--- config.mk ---
export PLATFORM = sky130hd
export DESIGN_NAME = mul_issue_ctrl
export DESIGN_NICKNAME = d
export VERILOG_FILES = /design/src/rtl/mul_issue_ctrl.sv
export SDC_FILE = /design/constraint.sdc
export NUM_CORES = 1
export LEC_CHECK = 0
export BUFFER_PORTS_ARGS = -buffer_cell sky130_fd_sc_hd__buf_2
export CORE_ASPECT_RATIO = 0.6
export CORE_MARGIN = 2
export CORE_UTILIZATION = 43
export DETAILED_ROUTE_END_ITERATION = 7
export PLACE_DENSITY = 0.8
export RECOVER_POWER = 25
export REMOVE_ABC_BUFFERS = 1
export SYNTH_ARGS = -nofsm -noshare
export SYNTH_HDL_FRONTEND = slang
export SYNTH_SLANG_ARGS = --single-unit
export TNS_END_PERCENT = 30
--- constraint.sdc ---
create_clock -name clk -period 6.15 [get_ports clk]
set_input_delay 1.5375 -clock clk [delete_from_list [all_inputs] [get_ports clk]]
set_output_delay 1.5375 -clock clk [all_outputs]
set_load 0.005 [all_outputs]
--- src/rtl/mul_issue_ctrl.sv ---
// mul_issue_ctrl
//   Issue/writeback controller for a single-cycle-latency multiplier.
//   An EX-stage request is forwarded combinationally to the multiplier
//   (mul_start is the accept strobe). Its destination register is kept in
//   a tag register until mul_done returns one cycle later. The result and
//   tag then go into a small result FIFO that feeds writeback.
//   Issue is credit based: a request is taken only if the FIFO has a slot
//   for it even after counting the result already in flight.
//   Because of that credit rule, the FIFO can never overflow.
//
// Optional feature:
//   `define MUL_WB_BYPASS_EN
//     This enables a same-cycle bypass. When the FIFO is empty, a returning
//     result is presented on wb_* in the cycle it arrives. If wb_ack
//     consumes it in that cycle, it is not written into the FIFO.
//
// Ports:
//   clk, rst        clock, synchronous active-high reset
//   flush           pipeline flush; kills the in-flight op and empties the FIFO
//   req_*           EX-stage request (valid/ready, operands, op, rd)
//   mul_*  (out)    start pulse and operands to the multiplier
//   mul_done/result result return from the multiplier (start + 1 cycle)
//   wb_*            writeback: valid/data/rd out, ack in
module mul_issue_ctrl #(
  parameter int FIFO_DEPTH = 2
) (
  input  logic        clk,
  input  logic        rst,
  input  logic        flush,
  input  logic        req_valid,
  output logic        req_ready,
  input  logic [31:0] req_rs1,
  input  logic [31:0] req_rs2,
  input  logic [1:0]  req_op,
  input  logic [4:0]  req_rd,
  output logic        mul_start,
  output logic [31:0] mul_rs1,
  output logic [31:0] mul_rs2,
  output logic [1:0]  mul_op,
  input  logic        mul_done,
  input  logic [31:0] mul_result,
  output logic        wb_valid,
  output logic [31:0] wb_data,
  output logic [4:0]  wb_rd,
  input  logic        wb_ack
);

  localparam int PW  = $clog2(FIFO_DEPTH);
  localparam int CW  = PW + 1;
  localparam int CRW = CW + 1;
  localparam logic [CRW-1:0] DEPTH_C = CRW'(FIFO_DEPTH);

  logic [PW-1:0]  wr_ptr_q, wr_ptr_d;
  logic [PW-1:0]  rd_ptr_q, rd_ptr_d;
  logic [CW-1:0]  count_q, count_d;
  logic           inflight_q, inflight_d;
  logic [4:0]     rd_tag_q, rd_tag_d;

  logic [FIFO_DEPTH-1:0][31:0] data_q, data_d;
  logic [FIFO_DEPTH-1:0][4:0]  tag_q, tag_d;

  logic [CRW-1:0] credits;
  logic           accept;
  logic           fifo_empty;
  logic           result_in;
  logic           push;
  logic           pop;

  // Outstanding work = buffered entries + the result that returns next cycle.
  assign credits    = {1'b0, count_q} + {{CW{1'b0}}, inflight_q};
  assign fifo_empty = (count_q == '0);

  assign req_ready  = !rst && !flush && (credits < DEPTH_C);
  assign accept     = req_valid && req_ready;

  assign mul_start  = accept;
  assign mul_rs1    = req_rs1;
  assign mul_rs2    = req_rs2;
  assign mul_op     = req_op;

  // A mul_done counts only if its start was issued last cycle and has not
  // been killed since. Stray or killed completions are dropped here.
  assign result_in  = inflight_q && mul_done;

  // A flush cycle ignores wb_ack. The FIFO gets cleared at the edge anyway.
  assign pop        = !fifo_empty && wb_ack && !flush && !rst;

`ifdef MUL_WB_BYPASS_EN
  logic bypass;
  assign bypass   = fifo_empty && result_in && !flush && !rst;
  // A bypassed result consumed in its arrival cycle never occupies a slot.
  assign push     = result_in && !(bypass && wb_ack);
  assign wb_valid = !rst && (!fifo_empty || bypass);
  assign wb_data  = bypass ? mul_result : data_q[rd_ptr_q];
  assign wb_rd    = bypass ? rd_tag_q   : tag_q[rd_ptr_q];
`else
  assign push     = result_in;
  assign wb_valid = !rst && !fifo_empty;
  assign wb_data  = data_q[rd_ptr_q];
  assign wb_rd    = tag_q[rd_ptr_q];
`endif

  always_comb begin
    wr_ptr_d   = wr_ptr_q;
    rd_ptr_d   = rd_ptr_q;
    count_d    = count_q;
    inflight_d = inflight_q;
    rd_tag_d   = rd_tag_q;
    data_d     = data_q;
    tag_d      = tag_q;

    if (rst) begin
      wr_ptr_d   = '0;
      rd_ptr_d   = '0;
      count_d    = '0;
      inflight_d = 1'b0;
      rd_tag_d   = '0;
    end else if (flush) begin
      // Drop everything that is buffered and the op that is in flight.
      // The tag is left as it is, because nothing will read it until
      // the next accept overwrites it.
      wr_ptr_d   = '0;
      rd_ptr_d   = '0;
      count_d    = '0;
      inflight_d = 1'b0;
    end else begin
      inflight_d = accept;
      if (accept) begin
        rd_tag_d = req_rd;
      end
      if (push) begin
        data_d[wr_ptr_q] = mul_result;
        tag_d[wr_ptr_q]  = rd_tag_q;
        wr_ptr_d         = wr_ptr_q + PW'(1);
      end
      if (pop) begin
        rd_ptr_d = rd_ptr_q + PW'(1);
      end
      case ({push, pop})
        2'b10:   count_d = count_q + CW'(1);
        2'b01:   count_d = count_q - CW'(1);
        default: count_d = count_q;
      endcase
    end
  end

  always_ff @(posedge clk) begin
    wr_ptr_q   <= wr_ptr_d;
    rd_ptr_q   <= rd_ptr_d;
    count_q    <= count_d;
    inflight_q <= inflight_d;
    rd_tag_q   <= rd_tag_d;
  end

  // Result storage is validated by count_q. It is not reset.
  always_ff @(posedge clk) begin
    data_q <= data_d;
    tag_q  <= tag_d;
  end

endmodule
Yosys cells after proc, flatten, opt, wreduce, memory -nomap -nowiden
Index checks and enable logic that the tools add are counted.
- memories kept: 0
- bits in writable memories: 0
- latch bits: 0
- ROM bits: 0
- bits in registers: 84
- output and inout bits: 106
- bits of input ports: 109
- logic and storage cells: 50
- mux-type cells: 11
- shift-type cells: 0
- reduce and logical (&&, ||, !) cells: 17
- magnitude comparators: 4
- add/sub/neg operators: 5
- equality and inequality tests: 2
- multipliers: 0
- bitwise logic cells: 2
- div/mod/pow operators: 0
- operators by type and width (kind ; count):
    32-bit 2-to-1 mux ; 3
    64-bit bitwise mux ; 1
    32-bit demux with 1-bit select ; 1
    5-bit 2-to-1 mux ; 3
    10-bit bitwise mux ; 1
    1-bit logical AND ; 9
    5-bit demux with 1-bit select ; 1
    1-bit by 2-bit less-than comparator with 1-bit output, second input constant ; 2
    2-bit one-hot mux with 2 select lines ; 1
    2-bit by 1-bit adder with 3-bit output ; 1
    1-bit logical NOT ; 3
    3-bit by 2-bit less-than comparator with 1-bit output, second input constant ; 1
    3-bit AND reduction ; 1
    1-bit adder, second input constant ; 2
    2-bit by 1-bit adder with 2-bit output, second input constant ; 1
    2-bit by 1-bit == test with 1-bit output, second input constant ; 1
    2-bit == test, second input constant ; 1
    2-bit logical NOT ; 1
    1-bit inverter ; 2
    2-bit AND reduction ; 1
    2-bit nonzero test ; 1
    2-bit OR reduction ; 1
    2-bit by 1-bit subtractor with 2-bit output, second input constant ; 1
    1-bit >= comparator, second input constant ; 1

Longest topological paths before layout
Gate-level depths: netlist of the first run.
- depth in word-level cells: 7
- gate-level depth with buffers: 7
- mapped depth without buffers: 6

Worst setup path after synthesis of the first run
OpenSTA, ideal clock, no wires.
- kind: input-to-reg
- start point: input rst
- end point: register data_q[0] (netlist bit), enable pin
- library setup time: 0.477 ns
- path slack: 1.081 ns
- data required time: 5.673 ns
- cell stages on the path: 3
- path buffers: 1
- arrival: 4.592 ns
- cell sequence: or2_2 > clkbuf_1 > nor3_1
- word-level cells in the longest chain between the ends: 2
- RTL lines (what ; RTL line ; source):
    start: declaration ; 28 ; input logic rst,
    1-bit inverter (no line) ; n/a ;
    3-bit AND reduction (no line) ; n/a ;
    end signal: assignment ; 157 ; data_q <= data_d;
    end: declaration ; 59 ; logic [FIFO_DEPTH-1:0][31:0] data_q, data_d;
Every way passes these cells.
A chain may end at the register's enable or synchronous reset.

Worst setup path after layout of the first run
- start point: input rst
- end point: output mul_start
- word-level cells in the longest chain between the ends: 4
- RTL lines (what ; RTL line ; source):
    1-bit logical NOT ; 73 ; assign req_ready = !rst && !flush && (credits < DEPTH_C);
    1-bit logical AND (2 in a row) ; 73 ;
    1-bit logical AND ; 74 ; assign accept = req_valid && req_ready;
    end: declaration ; 36 ; output logic mul_start,
Every way passes these cells.

==> flow_summary.ini, run 1 <==
[synth]
synth_sequential_area_ratio_pct = 67.29
synth-seq-cells = 84
syn_avg_cell_area_sq_um = 15.45
synthesized_instance_count = 233
synthDominantCellAreaShare_pct = 61.73
ys_warn_count = 0
yosys.area.top_type = sky130_fd_sc_hd__edfxtp_1
post_synth_main_area_contributors = sky130_fd_sc_hd__edfxtp_1 62%, sky130_fd_sc_hd__buf_4 14%, sky130_fd_sc_hd__mux2_2 12%, sky130_fd_sc_hd__dfxtp_1 5.6%, sky130_fd_sc_hd__o21ai_0 0.97%
synth_area_sq_um = 3600
synthDistinctLibCells = 24

[critical_path]
timing.critical_path.required_ps = 4610
crit-reg2reg-capture = count_q[1]
cp_slowest_stage_delay_ps = 370
worstRegToRegCells = 5
critical-path-top-delay-family = simple AND/OR/NAND/NOR gates
critical_path_arrival_ps = 2510
critical_path_depth = 4
critPathCaptureType = output pin
crit_end = mul_start
worstReg2RegStart = count_q[0]
crit_path_start_kind = input pin
critPathLaunch = rst
critPathBufInv = 2
reg2reg_slack_ps = 4510
critical_path_peak_fanout = 8
critical-path-slowest-cell = sky130_fd_sc_hd__nor3b_2
critical_path.most_common_cell = sky130_fd_sc_hd__buf_2
worstSetupPathType = in -> out
timing.critical_path.cells = buf_2 -> nor3b_2 -> and2_0 -> buf_2

[timing]
worst_max_slew_pin_slew_ps = 990.6
clock.fmax_mhz = 247.1
maxSlewViolCount = 0
timing.slew.headroom_pct = 33.96
setup_tns_ps = 0
finalSetupViolations = 0
holdWs_ps = 464.4
hold_viol = 0
rsz0062_at_grt = false
setup_ws_ps = 2103
min_period_over_period_pct = 65.81
timing.final.crit_period_ps = 4047
clock_tree_skew_after_final_layout_ps = 3.992

[min_path]
timing.hold.worst.class = reg -> reg

[floorplan]
design.core.area_sq_um = 8008
fp-row-count = 25
die_width_um = 122.1
starting_density_of_the_core_pct = 44.95
dieArea_sq_um = 9143
io-pin-count = 215
die_height_um = 74.87

[placement]
dp_hpwl_um = 7708
place_worst_setup_slack_ps = 2089
portBuffers = 82
globalplace.congestion = 0.7514

[clock_network]
cts_root_buf = sky130_fd_sc_hd__clkbuf_16
clk_pin_slew_worst_paths_ps = 50
holdBufCountCts = 0
clk-insertion-delay-late_ps = 330
cts.path.max_buffers = 2
clock_sinks = 84
tritoncts = yes
cts_resized = 0
post_cts.repair.setup_buffers = 0
h_tree_lvls = 3
cts_made_buffers = 9

[detailed_routing]
detail_route.wirelength_um = 10740
detailedRoute.firstPassIterationCount = 4
ant_nets = 0
via_per_inst = 5.255
routed-via-count = 1939
number_of_drc_markers_after_the_initial_detailed_route_iteration = 121
post_drt_wl_per_cell_um = 29.11
drc_errors = 0

[power]
cellLeakagePower_nw = 1.421
power.ir.vdd_worst_mv = 0.1421
cellPowerDensity_nw_per_um2 = 307.0

[global_route]
vias_in_the_first_global_route = 1874
use_met2_pct = 28.18
antenna_found_initial = 0
grt_most_used_layer = met1
met3_usage_pct = 26.97
grt_first_pass_wirelength_um = 14210
groute.layer.met1.usage_pct = 28.39
grt_start_max_net_pins = 39
track_usage_pct = 24.39
globalRouteOverflowTotal = 0

[layout]
final_layout_size_suffix_gt1_share_pct = 50.57
final_net_count = 366
layout-area-overhead-vs-synth_pct = 9.559
final_core_util_pct = 49.25
inserted_diodes = 0

[status]
run_status = finished clean

[job]
cap_violations = 0
==> cell families after synthesis <==
logic type,share of synthesized area [%]
AOI/OAI and AO/OA,1.355
xor gates and xnor gates,0.9734
adders and majority gates,0.3475
buffers and inverters,14.67
DFF,67.29
muxes,11.57
and+or+nand+nor,3.789
==> placed cells by master (no fill, tap or decap), types with 2 or more instances in the layout <==
master	synthesis	final
sky130_fd_sc_hd__dfxtp_1	10	9
sky130_fd_sc_hd__clkinv_2	0	3
sky130_fd_sc_hd__mux2_2	37	37
sky130_fd_sc_hd__nand3_1	5	5
sky130_fd_sc_hd__clkbuf_16	0	9
sky130_fd_sc_hd__xor2_1	2	2
sky130_fd_sc_hd__xnor2_1	2	2
sky130_fd_sc_hd__buf_2	5	73
sky130_fd_sc_hd__clkbuf_1	1	9
sky130_fd_sc_hd__nor3_2	0	2
sky130_fd_sc_hd__nor2_1	6	6
sky130_fd_sc_hd__bufinv_16	0	2
sky130_fd_sc_hd__nand2b_1	5	5
sky130_fd_sc_hd__edfxtp_1	74	74
sky130_fd_sc_hd__o21ai_0	7	7
sky130_fd_sc_hd__buf_4	66	2
==> worst min-delay path by stage <==
stage	slack, ps	end	depth (start not counted)	start
final	460	tag_q[6]	0	rd_tag_q[1]
after global routing	480	tag_q[8]	0	rd_tag_q[3]
after CTS	460	tag_q[6]	0	rd_tag_q[1]
after detailed placement	450	tag_q[6]	0	rd_tag_q[1]
after global placement	450	tag_q[0]	0	rd_tag_q[0]
after floorplan	430	tag_q[0]	0	rd_tag_q[0]
==> per-stage QoR <==
stage	std cells	cell area (sq um)	power (mW)
after floorplan	161	3075	0.6459
after global placement	353	3647	0.6656
after detailed placement	353	3647	0.6675
after CTS	369	3955	1.223
after global routing	369	3944	1.245
final	369	3944	1.211
==> cell type report <==
class / count / area, sq um
timing repair buffer: 84 / 414.1
fill: 721 / 4064
inverter: 1 / 3.754
tap: 108 / 135.1
clock inverter: 6 / 78.83
multi-input combinational: 76 / 659.4
clock buffer: 10 / 229.0
sequential: 84 / 2424
==> report_power, final <==
part / switching (mW) / internal, mW
registers: 0.00255 / 0.624
logic: 0.0135 / 0.0146
clock network: 0.204 / 0.352
total: 0.221 / 0.990
==> cells in the mapped netlist <==
cell / instances
sky130_fd_sc_hd__dfxtp_1: 10
sky130_fd_sc_hd__and2_1: 1
sky130_fd_sc_hd__nand2b_1: 5
sky130_fd_sc_hd__o21ai_0: 7
sky130_fd_sc_hd__a21oi_2: 1
sky130_fd_sc_hd__xor2_1: 2
sky130_fd_sc_hd__inv_1: 1
sky130_fd_sc_hd__edfxtp_1: 74
sky130_fd_sc_hd__nand2_1: 1
sky130_fd_sc_hd__or3_1: 1
sky130_fd_sc_hd__ha_1: 1
sky130_fd_sc_hd__or2_2: 1
sky130_fd_sc_hd__nand3_1: 5
sky130_fd_sc_hd__and2_0: 1
sky130_fd_sc_hd__xnor2_1: 2
sky130_fd_sc_hd__clkbuf_1: 1
sky130_fd_sc_hd__buf_2: 5
sky130_fd_sc_hd__nor2b_1: 1
sky130_fd_sc_hd__mux2_2: 37
sky130_fd_sc_hd__nor2_1: 6
sky130_fd_sc_hd__nor3_1: 2
sky130_fd_sc_hd__nor3b_2: 1
sky130_fd_sc_hd__a21oi_1: 1
sky130_fd_sc_hd__buf_4: 66
==> flip-flops by register name, summed over array words and instances (netlist names) <==
signal      flops
data_q         64
tag_q          10
rd_tag_q        5
count_q         2
inflight_q      1
rd_ptr_q        1
wr_ptr_q        1
==> routing by layer <==
metal,routed length (um),share of wire (%)
met1,4375,41
met4,91,0.85
met2,3797,35
met3,2478,23
met5,0,0
(Power assumes the default switching activity.)
==> run 2, diff against run 1 <==
Settings changed: ABC_AREA set to 1, CORE_UTILIZATION 43 to 44, PLACE_DENSITY 0.8 to 0.82.
Clock period 6.15 ns to 4.1 ns, I/O delays scaled along.
==> run 2 against run 1 <==
  * Worst hold slack worse by 2.0 ps
  * Clock skew is 2.2 ps higher
  * Power is 61% higher
  * Via count is 20% higher
  * Clock power is 74% higher
  * Cell area is 2.4% higher
  * Synthesized area is 1.5% higher
  * Die area is 0.77% lower
  * Combinational power is 68% higher
  * Register-to-register slack worse by 2200 ps
  * Global-route usage is 2.8 points higher
  * Critical path type is now reg -> out
  * Critical endpoint is now wb_rd[4]
  * Largest cell class unchanged
==> flow_summary.ini, run 2 <==
[status]
run_status = finished clean

[clock_network]
cts.path.max_buffers = 2
clk-insertion-delay-late_ps = 330
clock_sinks = 84
holdBufCountCts = 0
clk_pin_slew_worst_paths_ps = 60
cts_root_buf = sky130_fd_sc_hd__clkbuf_16
tritoncts = yes
cts_resized = 0
cts_made_buffers = 9
post_cts.repair.setup_buffers = 0
h_tree_lvls = 3

[synth]
ys_dominant_reg_cell = sky130_fd_sc_hd__edfxtp_1
synthDominantCellAreaShare_pct = 60.82
synth_area_sq_um = 3654
yosysMostFrequentCell = sky130_fd_sc_hd__nand2_1
edff_count_synth = 74
syn_avg_cell_area_sq_um = 11.07
synth_sequential_area_ratio_pct = 66.30
yosys.area.top_type = sky130_fd_sc_hd__edfxtp_1
synthDistinctLibCells = 18
post_synth_main_area_contributors = sky130_fd_sc_hd__edfxtp_1 61%, sky130_fd_sc_hd__buf_4 14%, sky130_fd_sc_hd__nand2_1 13%, sky130_fd_sc_hd__dfxtp_1 5.5%, sky130_fd_sc_hd__nor2_1 1.7%
ys_async_sr_fraction_pct = 0
ys_warn_count = 0
synthesized_instance_count = 330
synth-seq-cells = 84
synth.top_cells.by_count = 129 x sky130_fd_sc_hd__nand2_1, 74 x sky130_fd_sc_hd__edfxtp_1, 66 x sky130_fd_sc_hd__buf_4

[critical_path]
timing.critical_path.required_ps = 3070
crit_path_start_kind = flip-flop
critPathCaptureType = output pin
worstSetupPathType = reg -> out
critical_path_peak_fanout = 38
critical_path_arrival_ps = 2020

[layout]
sequential_cell_area_sq_um = 2422
max_flop_register = data_q
layout.cells.most_common = sky130_fd_sc_hd__nand2_1
biggestRegsByFlops = data_q x64, tag_q x10, rd_tag_q x5
final_net_count = 461
max_reg_flops = 64
final_layout_size_suffix_gt1_share_pct = 25.56
inserted_diodes = 0
fillers = 723
area_of_the_multi_input_gates_sq_um = 650.6
layout-area-overhead-vs-synth_pct = 10.51
final_cell_mix = 129 x sky130_fd_sc_hd__nand2_1, 74 x sky130_fd_sc_hd__edfxtp_1, 68 x sky130_fd_sc_hd__buf_2

[global_route]
grt_first_pass_wirelength_um = 15840
globalRouteOverflowTotal = 0
vias_in_the_first_global_route = 2163
antenna_found_initial = 0
track_usage_pct = 27.17
grt_start_max_net_pins = 39

[placement]
dp_hpwl_um = 8591
place_worst_setup_slack_ps = 1305
globalplace.congestion = 0.7705
portBuffers = 82

[detailed_routing]
routed-via-count = 2329
detailedRoute.firstPassIterationCount = 4
via_per_inst = 5.019
drc_errors = 0
number_of_drc_markers_after_the_initial_detailed_route_iteration = 160
detail_route.wirelength_um = 11690
ant_nets = 0
post_drt_wl_per_cell_um = 25.20

[floorplan]
io-pin-count = 215
dieArea_sq_um = 9073
design.core.area_sq_um = 7976
die_height_um = 74.59
starting_density_of_the_core_pct = 45.80
die_width_um = 121.6
fp-row-count = 25

[timing]
min_period_over_period_pct = 74.26
worst_max_slew_pin_slew_ps = 1062
maxSlewViolCount = 0
finalSetupViolations = 0
setup_tns_ps = 0
holdWs_ps = 462.3
clock.fmax_mhz = 328.4
hold_viol = 0
setup_ws_ps = 1055
timing.slew.headroom_pct = 29.04
clock_tree_skew_after_final_layout_ps = 6.187
timing.final.crit_period_ps = 3045
rsz0062_at_grt = false

[power]
cellPowerDensity_nw_per_um2 = 484.2
power.ir.vdd_worst_mv = 0.2962
cellLeakagePower_nw = 1.681

[min_path]
timing.hold.worst.class = reg -> reg

[job]
cap_violations = 0
run 2: changes by cell type after synthesis, moves of 2 or more:
cell                       delta
sky130_fd_sc_hd__a21oi_1      +3
sky130_fd_sc_hd__inv_1       +11
sky130_fd_sc_hd__mux2_2      -37
sky130_fd_sc_hd__nand2_1    +128
sky130_fd_sc_hd__nand2b_1     -5
sky130_fd_sc_hd__nand3_1      -4
sky130_fd_sc_hd__nor2_1      +11
sky130_fd_sc_hd__o21ai_0      -5
sky130_fd_sc_hd__xnor2_1      -2
sky130_fd_sc_hd__xor2_1       -2
run 2: layout make-up:
type | instances | area share [%]
sequential | 84 | 59.99
multi-input combinational | 158 | 16.11
timing repair buffer | 85 | 10.29
clock buffer | 10 | 5.671
clock inverter | 6 | 3.378
tap | 108 | 3.347
inverter | 13 | 1.209
run 2: layer usage:
layer / GRT usage (%) / wire length [um] / up-vias
li1: - / - / 1037
met1: 32.47 / 4916 / 1071
met2: 30.96 / 3976 / 194
met3: 27.45 / 2519 / 23
met4: 9.068 / 173 / 4
met5: 11.98 / 107 / -
run 2: report_power, final:
group	leakage (nW)	internal [mW]	total (mW)	switching, mW
Combinational	0.759	0.0207	0.0471	0.0265
Clock	0.173	0.657	0.969	0.312
Sequential	0.749	0.936	0.939	0.00313
Total	1.68	1.61	1.95	0.341
run 2: stage by stage:
stage	cell area, sq um	total power, mW	util (%)	std cells
after floorplan	3109	0.9712	-	255
after CTS	4055	1.968	50.84	464
after global routing	4038	2.006	50.62	464
final	4038	1.955	50.62	464
after detailed placement	3690	1.006	46.26	448
after global placement	3690	1.003	46.26	448
run 2: critical path: stages, from the launching register on:
cell	delay [ps]
sky130_fd_sc_hd__dfxtp_1	300
sky130_fd_sc_hd__buf_4	360
sky130_fd_sc_hd__inv_1	370
sky130_fd_sc_hd__buf_4	330
sky130_fd_sc_hd__nand2_1	80
sky130_fd_sc_hd__nand2_1	70
sky130_fd_sc_hd__buf_2	130
run 2: logic make-up after synthesis:
logic type	Yosys count	share of synthesized area [%]
adders and majority gates	1	0.3424
DFF	84	66.30
and+or+nand+nor	150	16.16
AOI/OAI and AO/OA	7	0.9588
buffers and inverters	88	16.23
run 2: final timing paths:
path,startpoint,to,slack [ps],depth (start not counted)
hold / removal,rd_tag_q[0],tag_q[5],460,0
hold reg to reg,rd_tag_q[0],tag_q[5],460,0
setup reg to reg,wr_ptr_q,data_q[19],2310,3
setup / recovery,rd_ptr_q,wb_rd[4],1060,6
